--- src/rtl/decoder_n_scan_pkg.sv ---
// Shared types for the one-hot decoder / scanner.
// FSM state encoding and small helpers.
package decoder_n_scan_pkg;

  typedef enum logic [1:0] {
    S_OFF    = 2'd0,
    S_DIRECT = 2'd1,
    S_SCAN   = 2'd2
  } state_e;

  function automatic int unsigned psc_width(input int unsigned div);
    return $clog2(div) + 1;
  endfunction

endpackage

--- src/rtl/decoder_n_scan_onehot.sv ---
// Combinational binary to one-hot decoder with enable.
// All outputs are zero while i_en is low.
module decoder_n_scan_onehot #(
  parameter int N = 2
) (
  input  logic [N-1:0]    i_idx,
  input  logic            i_en,
  output logic [2**N-1:0] o_y
);

  always_comb begin
    o_y = '0;
    for (int k = 0; k < 2**N; k++) begin
      o_y[k] = i_en && (i_idx == N'(k));
    end
  end

endmodule

--- src/rtl/decoder_n_scan.sv ---
// Registered N-to-2^N decoder with valid/ready direct mode
// and a prescaled auto-scan mode.
module decoder_n_scan
  import decoder_n_scan_pkg::*;
#(
  parameter int N          = 2,
  parameter int SCAN_DIV   = 4,
  parameter bit ACTIVE_LOW = 1'b0
) (
  input  logic            clk,
  input  logic            rst,
  input  logic            i_en,
  input  logic            i_mode,
  input  logic [N-1:0]    i_sel,
  input  logic            i_in_valid,
  output logic            o_in_ready,
  output logic [2**N-1:0] o_y,
  output logic            o_y_valid,
  input  logic            i_y_ready,
  output logic [N-1:0]    o_idx,
  output logic            o_err
);

  localparam int OUTS = 2**N;
  localparam int PW   = psc_width(SCAN_DIV);
  localparam logic [PW-1:0] PSC_LAST = PW'(SCAN_DIV - 1);

  state_e r_state;
  state_e w_nxt_state;

  logic [OUTS-1:0] r_y;
  logic            r_y_valid;
  logic [N-1:0]    r_idx;
  logic [PW-1:0]   r_psc;
  logic            r_pos;
  logic            r_err;

  logic [N-1:0]    w_nxt_idx;
  logic [PW-1:0]   w_nxt_psc;
  logic            w_nxt_pos;
  logic            w_nxt_yv;
  logic            w_ld_y;
  logic            w_clr_y;
  logic            w_in_ready;
  logic            w_accept;
  logic [OUTS-1:0] w_onehot;

  assign w_in_ready = (r_state == S_DIRECT)
                   && (!r_y_valid || i_y_ready);
  assign w_accept   = i_in_valid && w_in_ready;

  always_ff @(posedge clk or posedge rst) begin
    if (rst) r_state <= S_OFF;
    else     r_state <= w_nxt_state;
  end

  always_comb begin
    w_nxt_state = r_state;
    unique case (r_state)
      S_OFF: begin
        if (i_en) w_nxt_state = i_mode ? S_SCAN : S_DIRECT;
      end
      S_DIRECT: begin
        if (!i_en)      w_nxt_state = S_OFF;
        else if (i_mode) w_nxt_state = S_SCAN;
      end
      S_SCAN: begin
        if (!i_en)       w_nxt_state = S_OFF;
        else if (!i_mode) w_nxt_state = S_DIRECT;
      end
      default: w_nxt_state = S_OFF;
    endcase
  end

  // r_pos marks a scan position worth resuming after S_OFF
  always_comb begin
    w_nxt_idx = r_idx;
    w_nxt_psc = r_psc;
    w_nxt_pos = r_pos;
    w_nxt_yv  = r_y_valid;
    w_ld_y    = 1'b0;
    w_clr_y   = 1'b0;
    if (w_nxt_state != r_state) begin
      unique case (w_nxt_state)
        S_SCAN: begin
          w_ld_y    = 1'b1;
          w_nxt_yv  = 1'b1;
          w_nxt_pos = 1'b1;
          if (!(r_state == S_OFF && r_pos)) begin
            w_nxt_idx = '0;
            w_nxt_psc = '0;
          end
        end
        S_DIRECT: begin
          w_clr_y   = 1'b1;
          w_nxt_yv  = 1'b0;
          w_nxt_pos = 1'b0;
        end
        default: begin
          w_clr_y  = 1'b1;
          w_nxt_yv = 1'b0;
        end
      endcase
    end else begin
      unique case (r_state)
        S_DIRECT: begin
          if (w_accept) begin
            w_nxt_idx = i_sel;
            w_ld_y    = 1'b1;
            w_nxt_yv  = 1'b1;
          end else if (i_y_ready) begin
            w_nxt_yv = 1'b0;
          end
        end
        S_SCAN: begin
          w_ld_y   = 1'b1;
          w_nxt_yv = 1'b1;
          if (r_psc == PSC_LAST) begin
            w_nxt_psc = '0;
            w_nxt_idx = r_idx + N'(1);
          end else begin
            w_nxt_psc = r_psc + PW'(1);
          end
        end
        default: ;
      endcase
    end
  end

  decoder_n_scan_onehot #(.N(N)) u_onehot (
    .i_idx (w_nxt_idx),
    .i_en  (w_ld_y),
    .o_y   (w_onehot)
  );

  always_ff @(posedge clk or posedge rst) begin
    if (rst) begin
      r_y       <= '0;
      r_y_valid <= 1'b0;
      r_idx     <= '0;
      r_psc     <= '0;
      r_pos     <= 1'b0;
      r_err     <= 1'b0;
    end else begin
      if (w_ld_y || w_clr_y) r_y <= w_onehot;
      r_y_valid <= w_nxt_yv;
      r_idx     <= w_nxt_idx;
      r_psc     <= w_nxt_psc;
      r_pos     <= w_nxt_pos;
      r_err     <= i_in_valid && !w_in_ready
                && (r_state != S_DIRECT);
    end
  end

  assign o_in_ready = w_in_ready;
  assign o_y        = ACTIVE_LOW ? ~r_y : r_y;
  assign o_y_valid  = r_y_valid;
  assign o_idx      = r_idx;
  assign o_err      = r_err;

endmodule

--- config.mk ---
export PLATFORM = sky130hd
export DESIGN_NAME = decoder_n_scan
export DESIGN_NICKNAME = d
export VERILOG_FILES = /design/src/rtl/decoder_n_scan_pkg.sv /design/src/rtl/decoder_n_scan_onehot.sv /design/src/rtl/decoder_n_scan.sv
export SDC_FILE = /design/constraint.sdc
export NUM_CORES = 1
export LEC_CHECK = 0
export CORE_UTILIZATION = 25
export DETAILED_ROUTE_END_ITERATION = 10
export SLEW_MARGIN = 20
export SYNTH_ARGS = -nofsm -noshare
export SYNTH_HDL_FRONTEND = slang
export SYNTH_HIERARCHICAL = 1
export SYNTH_SLANG_ARGS = --single-unit
export TNS_END_PERCENT = 50
--- constraint.sdc ---
create_clock -name clk -period 2.5 [get_ports clk]
set_input_delay 0.375 -clock clk [delete_from_list [all_inputs] [get_ports clk]]
set_output_delay 0.375 -clock clk [all_outputs]
set_load 0.1 [all_outputs]
==> results.txt, run 1 <==
- In the post-route analysis, the smallest setup slack over all paths is -0.0191 ns.
- Post-detailed-route DRC marker count: 0
- After synthesis, the cell types taking the most area are dfrtp_1, ha_1, mux2_4.
- The later pin in the worst-skew pair is clocked with a latency of 0.24 ns.
- Areal power density over the cells: 1310 mW/mm^2
- The run finished, with violations left.
- The biggest area contributor in the post-synthesis netlist is dfrtp_1.
- Post-synthesis instance area: 0.00106 mm^2
* Setup TNS Final: -0.0191 ns
* Effective utilization at floorplan: 0.262
- The final number of max-transition violations was 0.
- The tree is rooted in a clkbuf_8.
- Worst slew margin relative to its limit: 0.630
* Ys async rst share: 1.00
- Dividing the final minimum period by the clock period gives 1.01.
* Worst EP required: 2.63 ns
- Measured along the y axis, the die boundary spans around 67 um.
- Wire length after detailed routing: 2960 um
- Routed wire length on met3: about 110 um
- From left edge to right edge, the die measures 67.0 um.
- Full die area: ~0.0045 mm^2
- Ys Warns: 6
- FF+latch count, synth: 14
- The share of the Yosys chip area taken by registers is 0.332.
- Final hold violation count: 0
- The critical path is of the flip-flop to flip-flop type.
- Max-cap violations in this run came to 0.
- RSZ-0062 raised after global routing: true
- The number of global-route vias before repair came to 1037.
- In the global route stage, overall resource usage came out at 0.139.
- The routed design could run at a clock period as short as roughly 2.5 ns.
- The synthesized netlist contains 38 unique library cells.
- In this run the remaining antenna-violating nets after routing total 0.
- Overall power of the completed layout: 0.00232 W
* Iteration-0 DRC Markers: 33
* Syn Inst Count: 112
- Max rail drop VDD: 0.000363 V
* CTS hold repair buffers: 0
- After detailed routing, the average wire length per cell comes to 13.6 um.
- Between clock sinks in the finished design, the worst skew comes to 0.00258 ns.
* Mean instance size in the synthesized netlist: 9.43 um^2
* Most frequent cells in the layout: buf_4, dfrtp_1, inv_1
* Final setup violation count: 1
* Synth top area share: 0.332
- Via count: 1061
- For the worst setup path, the data arrival time is 2.65 ns.
- Standard cell with the maximum stage delay on the critical path: or4_4
* Antenna violations before repair: 0
* Synthesis-to-finish area growth: 67.4%
* Placed Area: 0.00146 mm^2
- Kind of cell adding the most delay to the critical path: simple AND/OR/NAND/NOR gates
- Hold is met by 0.480 ns.
- The repair_antennas step left the layout with diodes totalling 0.
- The detailed router used layers up to and including met3.
- Derived from the worst setup path, the maximum achievable clock frequency is between 0.3 and 0.4 GHz.
- Crit path launch type: flip-flop
* Number of nets in the final layout: 184
- The floorplan has 23 rows.
* Met1 routed wirelength after detailed routing: 1300 um
- Placement Setup Slack: -0.266 ns
- The library cell used most frequently in the layout, excluding fill and tap cells, is buf_4.
* Clock edge transition at the registers on the reported setup and hold paths: 0.06 ns
- For this design the static power due to leakage is 0.827 nW.
* Core Area: 0.00403 mm^2
- H-tree depth: 1
* Ordered cell list for the critical path: buf_6 -> ha_4 -> nand2b_4 -> o32a_1 -> or4_4 -> o221ai_4 -> and3b_1 -> mux2_4
- Last weighted congestion value of the routability-driven placer: 0.871
- Largest net degree at the start of global routing: 15
- Share of cells above drive strength 1: 0.500
- For this design the top-level I/O count stands at 17.
* Transition time at the pin with the least slew margin: 0.554 ns
- The pre-antenna-repair detailed-routing pass consisted of 4 iterations.
* Number of enable flip-flop cells after synthesis: 0
* Post-Syn Nets: 127
* Worst-case clock buffer depth: 2
- The clock net in this run drives a total of 14 sinks.
- Launching element of the worst setup path: r_state[0]
- Finished Cell Area: 0.00177 mm^2
* Avg Vias per Cell: 4.87
* Total buffers and inverters traversed by the critical path: 1
* Port buffer count: 16
- Wire length of the first global-routing pass: 4780 um
- The total overflow left after global routing is 0.
* Crit Reg-Reg Startpoint: r_state[0]
* Class of the worst hold path: input port to asynchronous set/reset pin
- Endpoint type of the worst setup path: flip-flop
- Clock tree from TritonCTS: done
* DPL Wire Length: 2140 um
* Violated checks: negative setup slack
- The most used flip-flop cell after synthesis is dfrtp_1.
- The largest single stage delay on the critical path is 0.56 ns.
* Met2 Routed Length: 1550 um
- Number of clock buffers inserted by TritonCTS: 3
- Crit Path Max Fanout: 5
-- through the flow --
step | instances | utilization
2_1_floorplan | 112 | -
3_3_place_gp | 200 | 0.361
3_5_place_dp | 200 | 0.361
4_1_cts | 214 | 0.422
5_1_grt | 218 | 0.439
6_report | 218 | 0.439
-- cell usage after synthesis (all sizes together) (3+ instances only) --
cell    instances
dfrtp          14
inv            12
nand2           8
ha              7
o21ai           7
nor2            6
a21oi           5
nand2b          5
a21o            4
mux2            4
a21boi          3
and3            3
buf             3
o221ai          3
-- path summary, 6_finish.rpt --
check / to / slack (ns) / depth (start not counted)
worst min-delay path: r_state[1] / 0.48 / 2
worst max-delay path: o_y[1] / -0.02 / 8
worst max register to register: o_y[1] / -0.02 / 8
min in group clk: o_y[2] / 0.52 / 1
max in group asynchronous: r_state[0] / 1.63 / 2
worst min register to register: o_y[2] / 0.52 / 1
-- layout make-up --
| type | instances | area (um^2) |
|---|---|---|
| Multi-Input combinational cell | 83 | 786 |
| Inverter | 12 | 47.5 |
| Fill cell | 394 | 2260 |
| Sequential cell | 14 | 353 |
| Clock buffer | 4 | 55.1 |
| Timing Repair Buffer | 55 | 464 |
| Tap cell | 50 | 62.6 |
-- registers in the layout, summed over array words and instances (netlist names) --
register	cells
o_y	4
r_psc	3
o_idx	2
r_state	2
o_err	1
o_y_valid	1
r_pos	1
-- what timing repair did --
item | in CTS | in global routing
endpoints found under the setup margin | 4 | 4
buffers inserted | 10 | 4
resized for setup | 25 | 9
pin swaps | 8 | 12
-- per-layer routing --
layer | track usage | vias to the layer above
li1 | - | 519
met3 | 0.0325 | 0
met1 | 0.165 | 523
met5 | 0 | -
met4 | 0.0186 | 0
met2 | 0.254 | 19
-- kinds of logic after synthesis --
family	Yosys count	synth area share
AND/OR/NAND/NOR	39	0.219
flip-flops	14	0.332
buffers and inverters	15	0.0675
multiplexers	5	0.0664
adder cells (fa/ha/maj)	7	0.0829
AO/OA/AOI/OAI	32	0.232
-- power by group --
part / internal [W] / total [W] / switching, W
logic: 0.000836 / 0.00176 / 0.000921
clock network: 0.000139 / 0.000221 / 0.0000816
registers: 0.000286 / 0.000337 / 0.0000512
total: 0.00126 / 0.00232 / 0.00105
No activity file was read; power rests on OpenSTA's default activity.
==> run 2: changes to the inputs <==
- SLEW_MARGIN: 20 -> 25
==> results of run 2 <==
Same layout as run 1: the final DEF is identical, and so are final timing and power.
==> run 3: changes to the inputs <==
- CORE_MARGIN: default -> 3
- CORE_UTILIZATION: 25 -> 45
- PLACE_DENSITY: default -> 0.72
- SLEW_MARGIN: 25 -> 20
==> run 3 against run 2 <==
Net effect:
- the run still ends with negative setup slack left
- clock power down 22%
- worst hold slack worse by 0.045 ns
- wire length up 10%
- largest cell class unchanged
- highest routed layer is now met4
==> results.txt, run 3 (synthesized netlist as in run 1, its figures left out) <==
* Largest net degree at the start of global routing: 15 (unchanged)
- The count of antenna-violating nets left after detailed routing was 0 (unchanged).
- Number of sinks driven by the clock tree: 14 (unchanged)
* Kind of critical path: flip-flop to flip-flop
* Ports placed on the boundary: 17 (unchanged)
* Kind of cell adding the most delay to the critical path: simple AND/OR/NAND/NOR gates
* Time the worst path needs with I/O delays and setup: 2.57 ns (+0.0473 ns)
- For this design, the slowest cell found on the critical path is or4_4.
- The checks that failed: negative setup slack.
* Final worst-path cycle share: 1.03 (+0.0189)
- Final setup violation count: 3 (+2)
* Crit Path Max Fanout: 5 (unchanged)
- Synthesis-to-finish area growth: 58.3%
- The reported leakage power is 0.808 nW (-2.3%).
- The core region area was 0.00208 mm^2 (-48%).
* Crit path launch type: flip-flop
- Worst setup slack after layout: -0.0664 ns (-0.0473 ns)
* Areal power density over the cells: 1340 mW/mm^2 (+2.5%)
- Fillers: 132 (-66%)
* Clock network fraction of design power: 0.077 (-0.018)
- Final core occ: 0.803 (+0.364)
- Met3 layer usage reported by global route: 0.0436 (+0.0111)
* DPL Wire Length: 2080 um (-3.1%)
* Avg WL per Cell: 16.8 um (+24%)
- Worst-case hold slack: 0.435 ns (-0.0446 ns)
- Worst slew margin relative to its limit: 0.603 (-0.0270)
- CTS placed an instance of clkbuf_4 at the clock tree root.
- Met2 Track Usage GR: 0.414 (+0.161)
* Placed Area: 0.00147 mm^2 (+1.1%)
- Part of the total power dissipated in sequential elements: 0.147 (about the same)
* Layer with the highest usage: met2
* Share of cells above drive strength 1: 0.497 (-0.00299)
* Max rail drop VDD: 0.00100 V (+180%)
- RSZ-0062 raised after global routing: true
- Antenna violations before repair: 0 (unchanged)
* Iteration-0 DRC Markers: 32 (-3.0%)
* Met1 usage in global routing: 0.258 (+0.0929)
- The global-route congestion overflow total came to 0 (unchanged).
- The overall global routing resource usage is 0.229 (+0.0905).
- Row Count: 16 (-30%)
- The library cells used most frequently in the layout, excluding fill and tap cells, are buf_4, dfrtp_1, inv_1, clkdlybuf4s50_1, nand2_1.
- The vertical die dimension came to 54.4 um (-19%).
* Internal power of the cells: 0.00118 W (-6.7%)
* Transition time at the pin with the least slew margin: 0.594 ns (+0.0405 ns)
- The number of flip-flops in the largest register is 4 (unchanged).
* Last weighted congestion value of the routability-driven placer: 0.851 (-2.3%)
- The maximum clock frequency came to 0.390 GHz (-1.8%).
- CTS hold repair buffers: 0 (unchanged)
* Max-slew violation count: 0 (unchanged)
- The number of endpoints with negative hold slack in the final report was 0 (unchanged).
- The run finished, with violations left.
- The number of cells on the critical path came to 11 (+3).
- Ordered cell list for the critical path: inv_2 -> buf_4 -> ha_4 -> buf_4 -> nor2_2 -> nor3_2 -> o32a_4 -> or4_4 -> o221ai_4 -> and3b_1 -> mux2_4
- The buffering stage count on the worst path with inverters included came to 3 (+2).
- Full die area: 0.00296 mm^2 (-34%)
- The data required time of the worst path is 2.69 ns (+0.06 ns).
* Port buffer count: 16 (unchanged)
- The switching power summed over all nets came to 0.00107 W (+1.1%).
- The via count of the routed design was 1088 (+2.5%).
* Setup TNS Final: -0.137 ns (-0.118 ns)
- STA classifies the critical path endpoint as a flip-flop.
- Biggest cell delay along the critical path: 0.53 ns (-0.03 ns)
- Number of nets in the final layout: 183 (-0.54%)
- Clock edge transition at the registers on the reported setup and hold paths: 0.10 ns (+0.04 ns)
* Max_cap viols: 0 (unchanged)
* Post-detailed-route DRC marker count: 0 (unchanged)
- Insertion delay of the later-clocked pin in the worst-skew pair: 0.29 ns (+0.05 ns)
* Number of clock buffers inserted by TritonCTS: 3 (unchanged)
- CP Data Arrival Time: 2.75 ns (+0.10 ns)
- The number of global-route vias before repair came to 1102 (+6.3%).
* Wire length after detailed routing: 3250 um (+10%)
- The cell area after layout was 0.00167 mm^2 (-5.4%).
- Clock tree from TritonCTS: done
* Length in cells of the worst reg-to-reg path: 11 (+3)
* Avg Vias per Cell: 5.61 (+15%)
* Count of antenna diodes in the layout: 0 (unchanged)
- The starting utilization of the core area came to 0.507 (+0.245).
- The chip width is 54.4 um (-19%).
* Top cell by count, worst path: buf_4
* Router iterations before antenna repair: 4 (unchanged)
- Portion of total power attributed to combinational logic: 0.776 (+0.017)
- The min-delay analysis places its worst path in the category input port to asynchronous set/reset pin.
* H-tree depth: 1 (unchanged)
- The clock skew after layout was 0.00572 ns (+0.00313 ns).
* Most common library cell in the layout ignoring fill and taps: buf_4
- The wire length of the first global-routing pass came to 4840 um (+1.2%).
- Net switching share of the total power: 0.475 (+0.0200)
- The buffer levels on the longest clock path was 2 (unchanged).
==> run 3: cell count changes in the layout (fill, tap and decap cells not counted), moves of 2 or more <==
cell,change
clkbuf_4,+3
inv_2,+2
buf_6,-4
a21oi_4,-2
clkbuf_8,-3
buf_4,+3
==> run 3: what timing repair did <==
action | CTS | global route
setup buffers | 4 | 3
endpoints found under the setup margin | 4 | 4
gates resized for setup | 18 | 7
gates cloned | 0 | 0
pin swaps | 9 | 4
==> run 3: path summary, 6_finish.rpt <==
path / from / to / slack (ns)
max: r_state[1] / o_y[1] / -0.07
min: rst / o_err / 0.44
max reg2reg: r_state[1] / o_y[1] / -0.07
min reg2reg: o_y[0] / o_y[0] / 0.52
max in group asynchronous: rst / r_state[1] / 1.64
min in group clk: o_y[0] / o_y[0] / 0.52
==> run 3: worst reg2reg max path, stage by stage, from the launching register on <==
cell,delay (ns)
dfrtp_2,0.39
inv_2,0.06
buf_4,0.14
ha_4,0.17
buf_4,0.15
nor2_2,0.12
nor3_2,0.07
o32a_4,0.25
or4_4,0.53
o221ai_4,0.09
and3b_1,0.22
mux2_4,0.27
==> run 3: final cells by class <==
| class | instances | area (um^2) | area share |
|---|---|---|---|
| timing repair buffer | 54 | 443 | 0.265 |
| clock buffer | 4 | 36.3 | 0.0217 |
| tap | 27 | 33.8 | 0.0202 |
| inverter | 12 | 45.0 | 0.0269 |
| multi-input combinational | 83 | 761 | 0.455 |
| sequential | 14 | 353 | 0.211 |
==> run 3: metal layers <==
layer | part of all wire | vias to the layer above
li1 | - | 518
met1 | 0.42 | 525
met2 | 0.52 | 39
met3 | 0.046 | 6
met4 | 0.019 | 0
met5 | 0 | -
==> run 3: power by group through the flow <==
stage / clock, W / combinational, W / sequential (W)
finish: 0.000173 / 0.00174 / 0.000329
CTS: 0.000171 / 0.00157 / 0.000325
global placement: 0 / 0.00137 / 0.000328
floorplan: 0 / 0.000716 / 0.000503
detailed placement: 0 / 0.00140 / 0.000329
global route: 0.000185 / 0.00185 / 0.000336
==> run 3: stage by stage <==
step	setup WS (ns)	std cells	total power, W
after global placement	-0.210	183	0.00170
after detailed placement	-0.296	183	0.00173
after global routing	-0.139	194	0.00237
after floorplan	-0.0120	112	0.00122
after CTS	-0.00243	191	0.00206
final	-0.0664	194	0.00224
